--- config.mk ---
export PLATFORM = sky130hd
export DESIGN_NAME = cms_frame_streamer
export DESIGN_NICKNAME = d
export VERILOG_FILES = /design/src/rtl/cms_pkg.sv /design/src/rtl/cms_rd_pipe.sv /design/src/rtl/cms_frame_streamer.sv
export SDC_FILE = /design/constraint.sdc
export NUM_CORES = 1
export LEC_CHECK = 0
export CAP_MARGIN = 20
export CORE_ASPECT_RATIO = 0.9
export CORE_MARGIN = 2
export CORE_UTILIZATION = 45
export CTS_BUF_LIST = sky130_fd_sc_hd__clkbuf_8
export DETAILED_ROUTE_END_ITERATION = 10
export PLACE_DENSITY = 0.86
export SYNTH_ARGS = -nofsm -noshare
export SYNTH_HDL_FRONTEND = slang
export SYNTH_SLANG_ARGS = --single-unit
--- constraint.sdc ---
create_clock -name i_clk -period 4.5 [get_ports i_clk]
set_clock_uncertainty 0.15 [all_clocks]
set_input_delay 0.45 -clock i_clk [delete_from_list [all_inputs] [get_ports i_clk]]
set_output_delay 0.45 -clock i_clk [all_outputs]
set_load 0.05 [all_outputs]
--- src/rtl/cms_pkg.sv ---
// rtl/cms_pkg.sv - shared widths, FSM states and sample field positions for the CMS frame streamer
package cms_pkg;

  localparam int SAMPLE_W = 32;
  localparam int LOG2_W   = 3;
  localparam int RESULT_W = 64;

  // Packed complex sample layout: real half on top, imaginary half below.
  localparam int RE_MSB = 31;
  localparam int RE_LSB = 16;
  localparam int IM_MSB = 15;
  localparam int IM_LSB = 0;

  typedef enum logic [2:0] {
    ST_IDLE     = 3'd0,
    ST_STREAM   = 3'd1,
    ST_DRAIN    = 3'd2,
    ST_WAIT_RES = 3'd3,
    ST_DONE     = 3'd4
  } state_t;

endpackage

--- src/rtl/cms_rd_pipe.sv ---
// rtl/cms_rd_pipe.sv - one-cycle read-to-valid register stage feeding the CMS unit sample inputs
module cms_rd_pipe
  import cms_pkg::*;
(
  input  logic                clk,
  input  logic                rst_n,
  input  logic                rd,
  input  logic [SAMPLE_W-1:0] mem_y,
  input  logic [SAMPLE_W-1:0] mem_y_hat,
  output logic                valid,
  output logic [SAMPLE_W-1:0] y,
  output logic [SAMPLE_W-1:0] y_hat
);

  // Data is zeroed whenever no read was issued so the CMS unit never sees stale samples.
  always_ff @(posedge clk or negedge rst_n) begin
    if (!rst_n) begin
      valid <= 1'b0;
      y     <= '0;
      y_hat <= '0;
    end else begin
      valid <= rd;
      y     <= rd ? {mem_y[RE_MSB:RE_LSB], mem_y[IM_MSB:IM_LSB]} : '0;
      y_hat <= rd ? {mem_y_hat[RE_MSB:RE_LSB], mem_y_hat[IM_MSB:IM_LSB]} : '0;
    end
  end

endmodule

--- src/rtl/cms_frame_streamer.sv ---
// rtl/cms_frame_streamer.sv - streams a 2^log2 sample frame into the CMS unit and collects its result
module cms_frame_streamer #(
  parameter int SAMPLE_W    = cms_pkg::SAMPLE_W,
  parameter int LOG2_W      = cms_pkg::LOG2_W,
  parameter int ADDR_W      = 7,
  parameter int RESULT_W    = cms_pkg::RESULT_W,
  parameter int TIMEOUT_CYC = 1024
) (
  input  logic                i_clk,
  input  logic                i_arst_n,
  input  logic                i_start,
  input  logic [LOG2_W-1:0]   i_log2_samples,
  output logic                o_busy,
  output logic                o_mem_rd,
  output logic [ADDR_W-1:0]   o_mem_addr,
  input  logic [SAMPLE_W-1:0] i_mem_y,
  input  logic [SAMPLE_W-1:0] i_mem_y_hat,
  output logic                o_cms_en,
  output logic [LOG2_W-1:0]   o_cms_log2_samples,
  output logic                o_cms_valid,
  output logic [SAMPLE_W-1:0] o_cms_y,
  output logic [SAMPLE_W-1:0] o_cms_y_hat,
  input  logic                i_cms_valid,
  input  logic [RESULT_W-1:0] i_cms_data,
  output logic                o_done,
  output logic                o_timeout,
  output logic [RESULT_W-1:0] o_result
);

  import cms_pkg::*;

  localparam int WAIT_W = $clog2(TIMEOUT_CYC + 1);
  localparam logic [WAIT_W-1:0] WAIT_LAST = WAIT_W'(TIMEOUT_CYC - 1);
  localparam logic [WAIT_W-1:0] WAIT_ONE  = WAIT_W'(1);
  localparam logic [ADDR_W:0]   CNT_ONE   = {{ADDR_W{1'b0}}, 1'b1};

  state_t              state;
  logic [ADDR_W:0]     addr_cnt;
  logic [ADDR_W:0]     last_idx;
  logic [WAIT_W-1:0]   wait_cnt;
  logic [LOG2_W-1:0]   log2_q;

  // One extra counter bit keeps the 128-sample terminal index representable.
  assign last_idx = (CNT_ONE << log2_q) - CNT_ONE;

  assign o_busy             = (state != ST_IDLE);
  assign o_mem_rd           = (state == ST_STREAM);
  assign o_mem_addr         = o_mem_rd ? addr_cnt[ADDR_W-1:0] : '0;
  assign o_cms_en           = (state == ST_STREAM) || (state == ST_DRAIN) || (state == ST_WAIT_RES);
  assign o_cms_log2_samples = log2_q;
  assign o_done             = (state == ST_DONE);

  always_ff @(posedge i_clk or negedge i_arst_n) begin
    if (!i_arst_n) begin
      state     <= ST_IDLE;
      addr_cnt  <= '0;
      wait_cnt  <= '0;
      log2_q    <= '0;
      o_timeout <= 1'b0;
      o_result  <= '0;
    end else begin
      case (state)
        ST_IDLE: begin
          if (i_start) begin
            log2_q    <= i_log2_samples;
            addr_cnt  <= '0;
            o_timeout <= 1'b0;
            state     <= ST_STREAM;
          end
        end
        ST_STREAM: begin
          addr_cnt <= addr_cnt + CNT_ONE;
          if (addr_cnt == last_idx) begin
            state <= ST_DRAIN;
          end
        end
        ST_DRAIN: begin
          wait_cnt <= '0;
          state    <= ST_WAIT_RES;
        end
        ST_WAIT_RES: begin
          wait_cnt <= wait_cnt + WAIT_ONE;
          // A result landing on the terminal count still wins over the timeout.
          if (i_cms_valid) begin
            o_result <= i_cms_data;
            state    <= ST_DONE;
          end else if (wait_cnt == WAIT_LAST) begin
            o_timeout <= 1'b1;
            state     <= ST_DONE;
          end
        end
        ST_DONE: state <= ST_IDLE;
        default: state <= ST_IDLE;
      endcase
    end
  end

  cms_rd_pipe u_rd_pipe (
    .clk       (i_clk),
    .rst_n     (i_arst_n),
    .rd        (o_mem_rd),
    .mem_y     (i_mem_y),
    .mem_y_hat (i_mem_y_hat),
    .valid     (o_cms_valid),
    .y         (o_cms_y),
    .y_hat     (o_cms_y_hat)
  );

endmodule
==> results_dict.tcl <==
set metrics [dict create \
    ff_latch_area_um2 3880 \
    syn_inst 436 \
    clkTransAtPathRegs_ps 70 \
    dieHeight_um 112 \
    syn_nets 573 \
    dp.cells 861 \
    fmax_ghz 0.287 \
    power.leakage_nw 4.02 \
    cts_sinks 155 \
    ant_nets 0 \
    rows 39 \
    n_antenna_cell 0 \
    netlist_area_um2 5880 \
    synth_ff_type "dfrtp_1" \
    worst_slack_ps 1010 \
    status "complete, no violations" \
    ys_async_sr_fraction_pct 100 \
    ys_ff_latch 155 \
    cts_hold_buf 1 \
    slew_headroom_pct 39.8 \
    dieWidth_um 125 \
    multiInputGateArea_um2 1870 \
    syn_avg_cell_area_um2 13.5 \
    final_area_um2 9220 \
    path_class "register to primary output" \
    syn2layout_area_growth_pct 56.7 \
    die-area_um2 14000 \
    numCtsBuffers 17 \
    peakVddDrop_v 0.000535 \
    pin_count 279 \
    slew_violations 0 \
    maxCapViolCount 0 \
    clockBufferDepth 2 \
    endpoint_kind "primary output" \
    viasPerCell 4.87 \
    port-buffer-count 278 \
    core_area_um2 12700 \
    antenna_found_initial 0 \
    detail_route.drc_violations 0 \
    cts_resized 0 \
    cp.required_ps 3900 \
    grt_max_degree 93 \
    n_fill_cell 863 \
    layout_min_cycle_time_ps 3490 \
    yosysWarnings 0 \
    gr-usage-all-layers_pct 22.5 \
    pre_cts_slack_ps 1500 \
    crit_path_max_fanout 81 \
    hold_path.class "register to register" \
    initial_core_util_pct 46.2 \
    setup_viol 0 \
    ys_types 43 \
    fin_cells 893 \
    drive_above_1_share_pct 14.8 \
    drt_pass1_iterations 4 \
    cts_tree "yes" \
    gp_congestion 0.836 \
    ctsRootBufferMaster "clkbuf_8" \
    p_per_area_nw_per_um2 839 \
    ys_seq_area_share_pct 65.9 \
    worst_pin_slew_ps 898 \
    grt_pass1_vias 4552 \
    finalHoldViolations 0 \
    nets 854 \
    wl_per_cell_um 17.3 \
    wl_um 15500 \
    start_kind "register" \
    rsz0062_at_grt "false" \
    overflow 0 \
    fin_crit_sh_pct 77.5 \
    vias 4353 \
    grt_pass1_wl_um 24400 \
    clock_latency_ps 450 \
    dpl.hpwl_um 11500 \
    drt-initial-drc-count 261 \
    worst_ep_arrival_time_ps 2890 \
    dpl-instance-area_um2 8790 \
    tns_ps 0 \
    cts_setup_buffers 0 \
    htree_levels 4 \
    synth-edff-count 0 \
]
## final cells by class
class	count	share of cell area [%]
well taps	164	2.23
clock inverters	7	0.936
clock buffers	24	3.58
multi-input cells	255	20.3
inverters	5	0.258
flip-flops and latches	155	42.1
repair buffers	283	30.6
## layout by cell type (no fill, tap or decap), types with 2 or more instances in the layout
cell type and n:
a21oi_1 6, a22oi_1 2, and2_1 72, and3_1 2
buf_4 4, bufinv_16 2, clkbuf_8 24, clkdlybuf4s50_1 277
clkinv_2 2, dfrtp_1 155, ha_1 2, inv_1 5
mux2_2 67, nand2_1 19, nand2b_1 2, nand3_1 9
nand4_1 3, nor2_1 16, nor3_1 9, nor4_1 3
o21ai_0 15, xnor2_1 4, xor2_1 5
## worst max-delay path, stage by stage (launching register included)
cell and delay (ps):
dfrtp_1 520, inv_2 90, or3_4 460, clkinv_4 330, and2_4 230, clkdlybuf4s50_1 800
## layer usage
layer	GRT usage, %	share of wire, %	vias up
li1	-	-	2017
met1	26.4	40	2084
met2	37.7	50	214
met3	8.20	7.0	38
met4	9.06	3.1	0
met5	0	0	-
## cell families (layout without fill, tap and decap cells)
logic type | count (synthesis) | count (layout) | share of synthesized area [%]
compound gates | 33 | 33 | 3.49
mux | 67 | 67 | 12.8
buf+inv | 26 | 319 | 2.25
simple gates | 144 | 144 | 13.7
xor+xnor | 9 | 9 | 1.34
fa+ha+maj | 2 | 2 | 0.425
flops | 155 | 155 | 65.9
## power by group
part	internal (mW)	total [mW]	switching, mW
registers	1.96	2.28	0.319
logic	1.54	4.37	2.83
clock network	0.590	1.08	0.490
total	4.10	7.74	3.64
## stage by stage
stage | util [%] | hold slack [ps] | total power [mW]
after floorplan | - | 4.41 | 5.18
after global placement | 69.0 | 315 | 6.58
after global routing | 72.4 | 364 | 8.08
after CTS | 72.4 | 333 | 7.79
after detailed placement | 69.0 | 320 | 6.70
final | 72.4 | 342 | 7.74
## cell usage after synthesis (2+ instances only)
| library cell | number | area share [%] |
|---|---|---|
| dfrtp_1 | 155 | 66 |
| and2_1 | 72 | 7.7 |
| mux2_2 | 67 | 13 |
| nand2_1 | 19 | 1.2 |
| nor2_1 | 16 | 1.0 |
| o21ai_0 | 15 | 1.3 |
| buf_2 | 12 | 1.0 |
| nand3_1 | 9 | 0.77 |
| nor3_1 | 9 | 0.77 |
| a21oi_1 | 6 | 0.51 |
| clkbuf_1 | 6 | 0.38 |
| xor2_1 | 5 | 0.74 |
| xnor2_1 | 4 | 0.60 |
| inv_1 | 3 | 0.19 |
| nand4_1 | 3 | 0.32 |
| nor4_1 | 3 | 0.32 |
| a22oi_1 | 2 | 0.26 |
| and3_1 | 2 | 0.21 |
| buf_4 | 2 | 0.26 |
| ha_1 | 2 | 0.43 |
| nand2b_1 | 2 | 0.21 |
## flip-flops by register name (all words and copies together), names as in the netlist
name / cells
u_rd_pipe.y: 32
state: 3
u_rd_pipe.valid: 1
o_timeout: 1
o_result: 64
u_rd_pipe.y_hat: 32
wait_cnt: 11
addr_cnt: 8
o_cms_log2_samples: 3
## worst paths after layout
path | from | end | slack (ps) | cells after the start
worst min register to register | addr_cnt[7] | addr_cnt[7] | 340 | 1
worst max-delay path | state[0] | o_mem_addr[4] | 1010 | 5
worst max register to register | state[0] | o_result[15] | 2000 | 3
worst min-delay path | addr_cnt[7] | addr_cnt[7] | 340 | 1
min in group asynchronous | i_arst_n | o_result[58] | 470 | 2
max in group asynchronous | i_arst_n | u_rd_pipe.y[9] | 2750 | 3
(Power assumes the default switching activity.)
